--- config.mk ---
export PLATFORM = sky130hd
export DESIGN_NAME = swervolf_wb_initiator
export DESIGN_NICKNAME = d
export VERILOG_FILES = /design/src/rtl/swervolf_wb_pkg.sv /design/src/rtl/swervolf_wb_initiator.sv
export SDC_FILE = /design/constraint.sdc
export NUM_CORES = 1
export LEC_CHECK = 0
export ABC_AREA = 1
export CAP_MARGIN = 20
export CORE_ASPECT_RATIO = 1.5
export CORE_MARGIN = 2
export CORE_UTILIZATION = 40
export CTS_CLUSTER_SIZE = 20
export DETAILED_ROUTE_END_ITERATION = 8
export DONT_BUFFER_PORTS = 1
export PLACE_DENSITY = 0.62
export RECOVER_POWER = 25
export SYNTH_ARGS = -nofsm -noshare
export SYNTH_HDL_FRONTEND = slang
export SYNTH_SLANG_ARGS = --single-unit
--- constraint.sdc ---
create_clock -name i_clk -period 1.69 [get_ports i_clk]
set_input_delay 0.507 -clock i_clk [delete_from_list [all_inputs] [get_ports i_clk]]
set_output_delay 0.507 -clock i_clk [all_outputs]
set_load 0.02 [all_outputs]
--- src/rtl/swervolf_wb_pkg.sv ---
// Shared types and constants for the SweRVolf Wishbone single-transfer initiator.
package swervolf_wb_pkg;

  typedef enum logic [1:0] {
    WBI_IDLE = 2'd0,
    WBI_BUS  = 2'd1,
    WBI_RESP = 2'd2
  } wbi_state_t;

  localparam int WB_DATA_W = 32;
  localparam int WB_SEL_W  = 4;

  // A disabled timeout (0) still needs a 1-bit counter to keep the datapath legal.
  function automatic int timeout_cnt_w(input int timeout_cycles);
    return (timeout_cycles > 0) ? $clog2(timeout_cycles + 1) : 1;
  endfunction

endpackage

--- src/rtl/swervolf_wb_initiator.sv ---
// Wishbone classic single-transfer initiator: one command in, one non-pipelined
// WB cycle out, one response back, with an ack timeout so a dead responder cannot hang us.
module swervolf_wb_initiator
  import swervolf_wb_pkg::*;
#(
  parameter int ADDR_W         = 32,
  parameter int TIMEOUT_CYCLES = 255
) (
  input  logic                 i_clk,
  input  logic                 i_rst,
  input  logic                 i_cmd_valid,
  output logic                 o_cmd_ready,
  input  logic [ADDR_W-1:0]    i_cmd_adr,
  input  logic [WB_DATA_W-1:0] i_cmd_dat,
  input  logic [WB_SEL_W-1:0]  i_cmd_sel,
  input  logic                 i_cmd_we,
  output logic                 o_rsp_valid,
  input  logic                 i_rsp_ready,
  output logic [WB_DATA_W-1:0] o_rsp_rdt,
  output logic                 o_rsp_err,
  output logic [ADDR_W-1:0]    o_wb_adr,
  output logic [WB_DATA_W-1:0] o_wb_dat,
  output logic [WB_SEL_W-1:0]  o_wb_sel,
  output logic                 o_wb_we,
  output logic                 o_wb_cyc,
  output logic                 o_wb_stb,
  input  logic [WB_DATA_W-1:0] i_wb_rdt,
  input  logic                 i_wb_ack
);

  localparam int  CNT_W      = timeout_cnt_w(TIMEOUT_CYCLES);
  localparam bit  TIMEOUT_EN = (TIMEOUT_CYCLES != 0);
  localparam logic [CNT_W-1:0] CNT_LAST = CNT_W'(TIMEOUT_CYCLES - 1);

  wbi_state_t       state;
  wbi_state_t       state_nxt;
  logic [CNT_W-1:0] cnt;
  logic             cmd_fire;
  logic             timeout_hit;

  assign cmd_fire = i_cmd_valid && o_cmd_ready;

  // The counter holds the number of ack-less BUS edges already seen, so the
  // edge that would make it reach TIMEOUT_CYCLES is the one that gives up.
  assign timeout_hit = TIMEOUT_EN && (cnt == CNT_LAST) && !i_wb_ack;

  always_ff @(posedge i_clk) begin
    if (i_rst) begin
      state <= WBI_IDLE;
    end else begin
      state <= state_nxt;
    end
  end

  always_comb begin
    state_nxt = state;
    case (state)
      WBI_IDLE: if (cmd_fire)                 state_nxt = WBI_BUS;
      WBI_BUS:  if (i_wb_ack || timeout_hit)  state_nxt = WBI_RESP;
      WBI_RESP: if (i_rsp_ready)              state_nxt = WBI_IDLE;
      default:                                state_nxt = WBI_IDLE;
    endcase
  end

  always_comb begin
    o_cmd_ready = (state == WBI_IDLE) && !i_rst;
    o_wb_stb    = o_wb_cyc;
  end

  // Registered bus and response outputs; WB address/data/sel/we keep their
  // last values after the cycle ends so a bus monitor sees stable lines.
  always_ff @(posedge i_clk) begin
    if (i_rst) begin
      o_wb_adr    <= '0;
      o_wb_dat    <= '0;
      o_wb_sel    <= '0;
      o_wb_we     <= 1'b0;
      o_wb_cyc    <= 1'b0;
      o_rsp_valid <= 1'b0;
      o_rsp_rdt   <= '0;
      o_rsp_err   <= 1'b0;
      cnt         <= '0;
    end else begin
      case (state)
        WBI_IDLE: begin
          if (cmd_fire) begin
            o_wb_adr <= i_cmd_adr;
            o_wb_dat <= i_cmd_dat;
            o_wb_sel <= i_cmd_sel;
            o_wb_we  <= i_cmd_we;
            o_wb_cyc <= 1'b1;
            cnt      <= '0;
          end
        end
        WBI_BUS: begin
          if (i_wb_ack) begin
            o_wb_cyc    <= 1'b0;
            o_rsp_rdt   <= o_wb_we ? '0 : i_wb_rdt;
            o_rsp_err   <= 1'b0;
            o_rsp_valid <= 1'b1;
          end else if (timeout_hit) begin
            o_wb_cyc    <= 1'b0;
            o_rsp_rdt   <= '0;
            o_rsp_err   <= 1'b1;
            o_rsp_valid <= 1'b1;
          end else if (cnt != {CNT_W{1'b1}}) begin
            cnt <= cnt + 1'b1;
          end
        end
        WBI_RESP: begin
          if (i_rsp_ready) begin
            o_rsp_valid <= 1'b0;
          end
        end
        default: o_wb_cyc <= 1'b0;
      endcase
    end
  end

endmodule
==> flow_summary.ini, run 1 <==
[worst_setup_path]
crit_type = register to output port
cp_max_fo = 4
r2r_cells = 8
crit_cells = 1
cp-start-kind = register
path_buf_inv = 0
required_ps = 1180
path_cells = nor3_4
max_stage_delay_ps = 380
cp.arrival_ps = 1110
end_kind = output port
crit_family = flip-flops
cp_slowest_cell = dfxtp_1

[cells_and_area]
layout-drive-gt1-share_pct = 9.68
multi_input_area_um2 = 1810
syn_to_final_growth_pct = 17.2
fin_nets = 663
register_area_um2 = 2280
final_common_cell = nand2_1
final_cell_mix = nand2_1 (168), dfxtp_1 (113), nand3_1 (80)
nFillCells = 1074
antennaDiodeCount = 0

[route]
ant_nets = 0
drc_errors = 0
first_pass_iters = 4
drtIter0Drc = 111
wl_per_cell_um = 14.7
wl_um = 10500
via_count = 3709
viasPerCell = 5.21

[floorplanning]
rows = 46
core_area_um2 = 10600
num_io_pins = 212
initial_utilization_pct = 40.9
fp.dieH_um = 132
die_w_um = 89.0
dieArea_um2 = 11700

[cts]
cts_buffer_depth = 2
clock_latency_ps = 400
cts_tree = yes
root_buffer = clkbuf_16
cts.clk_slew.worst_paths_ps = 60
cts_buffers = 17
cts_max_level = 4
cts.sinks = 114
cts_hold_buf = 0
cts-resized-gates = 0
post_cts_buffers = 0

[synthesis]
syn_nets = 678
syn_inst = 570
synth_cell_type_count = 21
ys_warn_count = 0
yosys_most_used_dff = dfxtp_1
ys_seq_area_share_pct = 52.6
synth.avg_cell_area_um2 = 7.61
syn_area_um2 = 4340
synth_edf_count = 0
ys_seq_elements = 114
async_reset_ff_share_pct = 0

[power]
power.density_nw_per_um2 = 1450
ir_drop_v = 0.000775
power_mw = 7.37
p_leak_nw = 2.19

[flow_run]
maxCapViolations = 0

[run_status]
status = finished, final reports clean

[sta]
max_freq_mhz = 620
finClkSkew_ps = 7.57
min_period_ps = 1610
slew_viol_final = 0
setup_viol = 0
period_share_pct = 95.4
finalWorstSetupSlack_ps = 77.9
setup-tns-final_ps = 0
hold_viol = 0
rsz0062_at_grt = no
worstMarginPinSlew_ps = 528
max_slew_margin_pct = 64.7

[placement]
dp_hpwl_um = 7350
io_buffers = 0
place_congestion = 0.830
place_ws_ps = 115

[grt]
grt_max_degree = 77
grt_pass1_vias = 3551
grt_pass1_wl_um = 16400
antenna_found_initial = 0
grt.total_usage_pct = 17.6
grt_overflow = 0

[min_path]
min_path_type = input pin to register
hold_depth = 1
==> power by group <==
part	leakage [nW]	internal (mW)	switching, mW
clock	0.284	2.23	1.29
sequential	0.936	2.90	0.400
combinational	0.972	0.202	0.350
==> metal layers <==
layer	vias up	wire length [µm]	part of all wire [%]	GRT usage, %
met5	-	0	0	0
met4	0	217	2.1	7.30
met3	21	1230	12	7.98
met2	180	5220	50	29.3
met1	1668	3800	36	18.7
li1	1840	-	-	-
==> logic make-up (layout without fill, tap and decap cells) <==
group	after synthesis	in the layout	synth area share [%]
simple gates	314	314	31.4
flops	114	114	52.6
compound gates	78	78	9.00
buf+inv	62	60	6.40
fa+ha+maj	2	2	0.577
==> final cells by class <==
cell class | count | area share, %
clock buffer | 18 | 8.64
clock inverter | 14 | 3.03
inverter | 18 | 1.33
multi-input combinational | 394 | 35.7
sequential | 114 | 44.9
tap | 144 | 3.55
timing repair buffer | 10 | 2.86
==> flip-flops by register name, summed over array words and instances, names as in the netlist <==
signal       flops
o_rsp_valid      1
o_rsp_err        1
o_wb_cyc         1
cnt              8
o_rsp_rdt       32
o_wb_adr        32
state            2
o_wb_we          1
o_wb_dat        32
o_wb_sel         4
==> synth_stat cells, types with 2 or more instances <==
| master | number | area [µm²] |
|---|---|---|
| nand2_4 | 3 | 33.8 |
| o21ai_0 | 6 | 30.0 |
| ha_1 | 2 | 25.0 |
| a21oi_1 | 72 | 360 |
| inv_1 | 15 | 56.3 |
| inv_2 | 3 | 11.3 |
| buf_1 | 6 | 22.5 |
| buf_4 | 5 | 37.5 |
| nand3_1 | 81 | 405 |
| buf_2 | 15 | 75.1 |
| clkbuf_1 | 17 | 63.8 |
| nand2_1 | 168 | 631 |
| nor3_1 | 33 | 165 |
| nor2_1 | 24 | 90.1 |
| dfxtp_1 | 114 | 2280 |
==> stage by stage <==
step | cells | cell area [µm²] | util, % | hold WS (ps)
after global routing | 712 | 5080 | 48.0 | 152
after floorplan | 570 | 4350 | - | 478
after global placement | 680 | 4470 | 42.2 | 522
after CTS | 712 | 5060 | 47.8 | 154
after detailed placement | 680 | 4470 | 42.2 | 519
final | 712 | 5080 | 48.0 | 174
==> worst paths after layout <==
path / slack, ps / endpoint / start
worst max-delay path: 80 / o_cmd_ready / state[1]$_SDFFE_PP0P_
worst min-delay path: 170 / state[1]$_SDFFE_PP0P_ / i_rst
worst max register to register: 150 / cnt[1]$_SDFFE_PP0P_ / cnt[1]$_SDFFE_PP0P_
worst min register to register: 520 / cnt[4]$_SDFFE_PP0P_ / cnt[4]$_SDFFE_PP0P_
Note: power is estimated with default switching activity, not from simulation.
==> run 2: changes to the inputs <==
- CORE_ASPECT_RATIO: 1.5 -> unset
==> run 2 against run 1 <==
  * Critical path depth is the same
  * Clock power grew 10%
  * Die area shrank 0.14%
  * Fmax shrank 3.1%
  * Wire length grew 5.9%
  * Design area grew 1.2%
  * Worst hold slack lost 100 ps
  * Global-route usage grew 0.73 points
  * Register-to-register slack lost 30 ps
  * Combinational power grew 0.9%
  * Largest power group unchanged
==> flow_summary.ini, run 2 (synthesis gave the netlist of run 1 again) <==
[run_status]
status = finished, final reports clean

[route]
viasPerCell = 5.28
drc_errors = 0
ant_nets = 0
drtIter0Drc = 270
wl_per_cell_um = 15.5
wl_um = 11100
first_pass_iters = 4
via_count = 3763

[grt]
grt_pass1_vias = 3482
antenna_found_initial = 0
grt.total_usage_pct = 18.3
grt_max_degree = 77
grt_overflow = 0
grt.busiest_layer = met2
grt_pass1_wl_um = 16500
grt_use_met3_pct = 9.58
use_met2_pct = 29.8
met1_usage_pct = 19.6

[floorplanning]
core_area_um2 = 10700
fp.dieH_um = 108
dieArea_um2 = 11700
rows = 38
num_io_pins = 212
die_w_um = 108
initial_utilization_pct = 40.5

[sta]
max_slew_margin_pct = 68.8
rsz0062_at_grt = yes
finalWorstSetupSlack_ps = 26.4
hold_viol = 0
period_share_pct = 98.4
finClkSkew_ps = 4.12
setup_viol = 0
slew_viol_final = 0
worstMarginPinSlew_ps = 467
max_freq_mhz = 601
min_period_ps = 1660

[cells_and_area]
syn_to_final_growth_pct = 18.6
fin_nets = 668
antennaDiodeCount = 0
final_cell_mix = nand2_1 (168), dfxtp_1 (112), nand3_1 (80)
layout-drive-gt1-share_pct = 10.8
multi_input_area_um2 = 1830
reg.largest.list = o_rsp_rdt x32, o_wb_adr x32, o_wb_dat x32
final_common_cell = nand2_1
nFillCells = 1036
final_area_um2 = 5140
register_area_um2 = 2280

[cts]
cts.clk_slew.worst_paths_ps = 60
clock_latency_ps = 510
cts_hold_buf = 0
cts_buffer_depth = 2
root_buffer = clkbuf_8
cts_buffers = 17
cts_max_level = 4
cts.sinks = 114
post_cts_buffers = 0
cts_tree = yes

[worst_setup_path]
crit_family = flip-flops
cp.arrival_ps = 1160
end_kind = output port
required_ps = 1180
cp_slowest_cell = dfxtp_2
cp-start-kind = register
path_buf_inv = 0
max_stage_delay_ps = 350
path_cells = nor3_4
cp_max_fo = 4
crit_type = register to output port

[flow_run]
maxCapViolations = 0

[power]
power.density_nw_per_um2 = 1500
intPower_mw = 5.66
p_leak_nw = 2.24
comb_power_share_pct = 7.2
power_mw = 7.73
switchingPower_mw = 2.07
sw_frac_of_total_pct = 26.7
ir_drop_v = 0.000769
power_frac_clock_pct = 50.1
seqPwrFrac_pct = 42.7

[placement]
place_area_um2 = 4470
io_buffers = 0
place_congestion = 0.774
place_ws_ps = 67.6
dp_hpwl_um = 7590

[min_path]
min_path_type = input pin to register
[run 2: changes by cell type in the layout (fill, tap and decap cells not counted), moves of 2 or more]
cell,delta
buf_4,+6
bufinv_16,+3
buf_12,-2
clkinvlp_4,-2
[run 2: layout make-up]
cell class / instances / share of cell area [%]
clock inverters: 15 / 4.45
multi-input cells: 395 / 35.5
well taps: 140 / 3.41
repair buffers: 14 / 2.85
flip-flops and latches: 114 / 44.4
inverters: 18 / 1.31
clock buffers: 17 / 8.05
[run 2: path summary, 6_finish.rpt]
kind	from	end	slack [ps]	cells past startpoint
hold / removal	i_rst	cnt[3]$_SDFFE_PP0P_	70	1
hold reg to reg	cnt[0]$_SDFFE_PP0P_	cnt[0]$_SDFFE_PP0P_	550	2
setup reg to reg	cnt[0]$_SDFFE_PP0P_	o_rsp_rdt[28]$_SDFFE_PP0P_	120	10
setup / recovery	state[0]$_SDFFE_PP0P_	o_cmd_ready	30	1
[run 2: through the flow]
step,hold WS (ps),instances,TNS [ps],utilization [%]
floorplan,478,570,0,-
global placement,525,680,0,41.7
detailed placement,532,680,0,41.7
CTS,34.1,712,0,47.8
global route,35.9,713,-23.4,48.1
finish,71.4,713,0,48.1
[run 2: repair_timing]
item	in CTS	in global routing
cloned	0	1
setup endpoints to repair	1	21
gates resized for setup	1	5
pin swaps	1	0
[run 2: power by group through the flow]
stage / clock, mW / combinational, mW / sequential (mW)
floorplan: 0 / 0.463 / 3.30
global placement: 0 / 0.525 / 3.35
detailed placement: 0 / 0.553 / 3.36
CTS: 3.94 / 0.552 / 3.30
global route: 4.08 / 0.637 / 3.33
finish: 3.87 / 0.557 / 3.30
[run 2: layer usage]
layer	vias to the layer above	part of all wire [%]
met5	-	0
met2	168	49
met4	0	1.8
li1	1857	-
met1	1721	38
met3	17	11
==> run 3: changes to the inputs <==
- CELL_PAD_IN_SITES_DETAIL_PLACEMENT: unset -> 0
- CELL_PAD_IN_SITES_GLOBAL_PLACEMENT: unset -> 1
- PLACE_DENSITY: 0.62 -> 0.82
==> run 3 against run 2 <==
  * Critical path depth stayed put
  * Wire length is 2.8% lower
  * Largest cell class unchanged
  * Highest routed layer unchanged
  * Fmax is 0.29% higher
  * Largest power group unchanged
  * Total power is 6.2% lower
  * Critical path type unchanged
  * Worst setup slack better by 4.8 ps
  * Sequential power hardly changed
==> flow_summary.ini, run 3 (synthesis gave the netlist of run 1 again) <==
[run_status]
status = finished, final reports clean

[sta]
hold_viol = 0
finClkSkew_ps = 6.19
min_period_ps = 1660
worstMarginPinSlew_ps = 486
max_freq_mhz = 603
setup_viol = 0
period_share_pct = 98.2
max_slew_margin_pct = 67.6
slew_viol_final = 0
rsz0062_at_grt = yes

[grt]
grt.total_usage_pct = 18.4
antenna_found_initial = 0
grt_max_degree = 77
grt_pass1_vias = 3548
grt_overflow = 0
grt_pass1_wl_um = 16800

[route]
viasPerCell = 5.25
wl_per_cell_um = 15.2
drc_errors = 0
wl_um = 10800
ant_nets = 0
drtIter0Drc = 212
via_count = 3724
first_pass_iters = 4

[power]
switchingPower_mw = 1.93
intPower_mw = 5.31
ir_drop_v = 0.000552
sw_frac_of_total_pct = 26.7
power_mw = 7.25
seqPwrFrac_pct = 45.5
p_leak_nw = 2.21
power_frac_clock_pct = 46.7
power.density_nw_per_um2 = 1430
comb_power_share_pct = 7.8

[floorplanning]
die_w_um = 108
rows = 38
core_area_um2 = 10700
initial_utilization_pct = 40.5
fp.dieH_um = 108
dieArea_um2 = 11700
num_io_pins = 212

[worst_setup_path]
cp.arrival_ps = 1150
required_ps = 1180
cp_slowest_cell = dfxtp_2
path_cells = nor3_4
crit_type = register to output port
crit_family = flip-flops
cp-start-kind = register
r2r_cells = 8
end_kind = output port
max_stage_delay_ps = 340
crit_cells = 1
cp_max_fo = 4
path_buf_inv = 0

[cts]
cts_buffers = 17
cts_buffer_depth = 2
cts_max_level = 4
cts.sinks = 114
cts_hold_buf = 0
clock_latency_ps = 500
cts_tree = yes
root_buffer = clkbuf_8
cts.clk_slew.worst_paths_ps = 50

[cells_and_area]
final_common_cell = nand2_1
layout-drive-gt1-share_pct = 9.84
final_cell_mix = nand2_1 (168), dfxtp_1 (112), nand3_1 (80)
antennaDiodeCount = 0
syn_to_final_growth_pct = 16.8
reg.largest.list = o_rsp_rdt x32, o_wb_adr x32, o_wb_dat x32
fin_nets = 664
fin_util_pct = 47.4
nFillCells = 1064

[flow_run]
maxCapViolations = 0

[placement]
io_buffers = 0
dp_hpwl_um = 7360
place_congestion = 0.748

[min_path]
hold_depth = 1
min_path_type = input pin to register
## run 3: cell count changes in the layout (fill, tap and decap cells not counted), sizes merged
| cell | before | now |
|---|---|---|
| nand2 | 173 | 172 |
| clkbuf | 18 | 22 |
| clkinvlp | 1 | 3 |
| inv | 22 | 18 |
| buf | 13 | 11 |
| bufinv | 5 | 2 |
## run 3: final cells by class
class                      instances  area (µm²)  share of cell area (%)
clock buffer                      22         463                    9.14
multi-input combinational        394        1800                    35.5
sequential                       114        2280                    45.1
inverter                          18        67.6                    1.33
clock inverter                    10         108                    2.12
tap                              140         175                    3.46
timing repair buffer              11         170                    3.36
## run 3: power groups by stage
| stage | Combinational, mW | Clock (mW) | Sequential, mW |
|---|---|---|---|
| 6_report | 0.564 | 3.38 | 3.30 |
| 5_1_grt | 0.648 | 3.61 | 3.32 |
| 4_1_cts | 0.569 | 3.47 | 3.30 |
| 3_5_place_dp | 0.570 | 0 | 3.35 |
| 3_3_place_gp | 0.546 | 0 | 3.35 |
| 2_1_floorplan | 0.463 | 0 | 3.30 |
## run 3: what timing repair did
action,4_1_cts,5_1_grt
pin swaps,1,1
buffers inserted,0,0
setup endpoints to repair,1,2
resized for setup,0,2
## run 3: per-layer routing
metal	share of wire, %	GRT usage, %	vias to the layer above
met2	47	30.8	178
met4	1.5	7.69	0
met3	11	8.98	14
li1	-	-	1844
met1	40	19.9	1688
met5	0	0	-
## run 3: final timing paths
path | slack, ps | to | start
setup / recovery | 30 | o_cmd_ready | state[0]$_SDFFE_PP0P_
hold / removal | 90 | o_rsp_rdt[19]$_SDFFE_PP0P_ | i_rst
setup reg to reg | 170 | cnt[1]$_SDFFE_PP0P_ | cnt[1]$_SDFFE_PP0P_
hold reg to reg | 520 | cnt[4]$_SDFFE_PP0P_ | cnt[4]$_SDFFE_PP0P_
## run 3: stage by stage
stage / cells / instance area (µm²) / hold slack, ps / setup TNS [ps] / worst slack, ps
detailed placement: 677 / 4490 / 504 / 0 / 173
floorplan: 570 / 4350 / 478 / 0 / 94.0
finish: 709 / 5070 / 86.0 / 0 / 31.2
CTS: 709 / 5060 / 47.4 / 0 / 2.88
global route: 709 / 5070 / 49.1 / -5.61 / -5.61
global placement: 677 / 4490 / 514 / 0 / 203
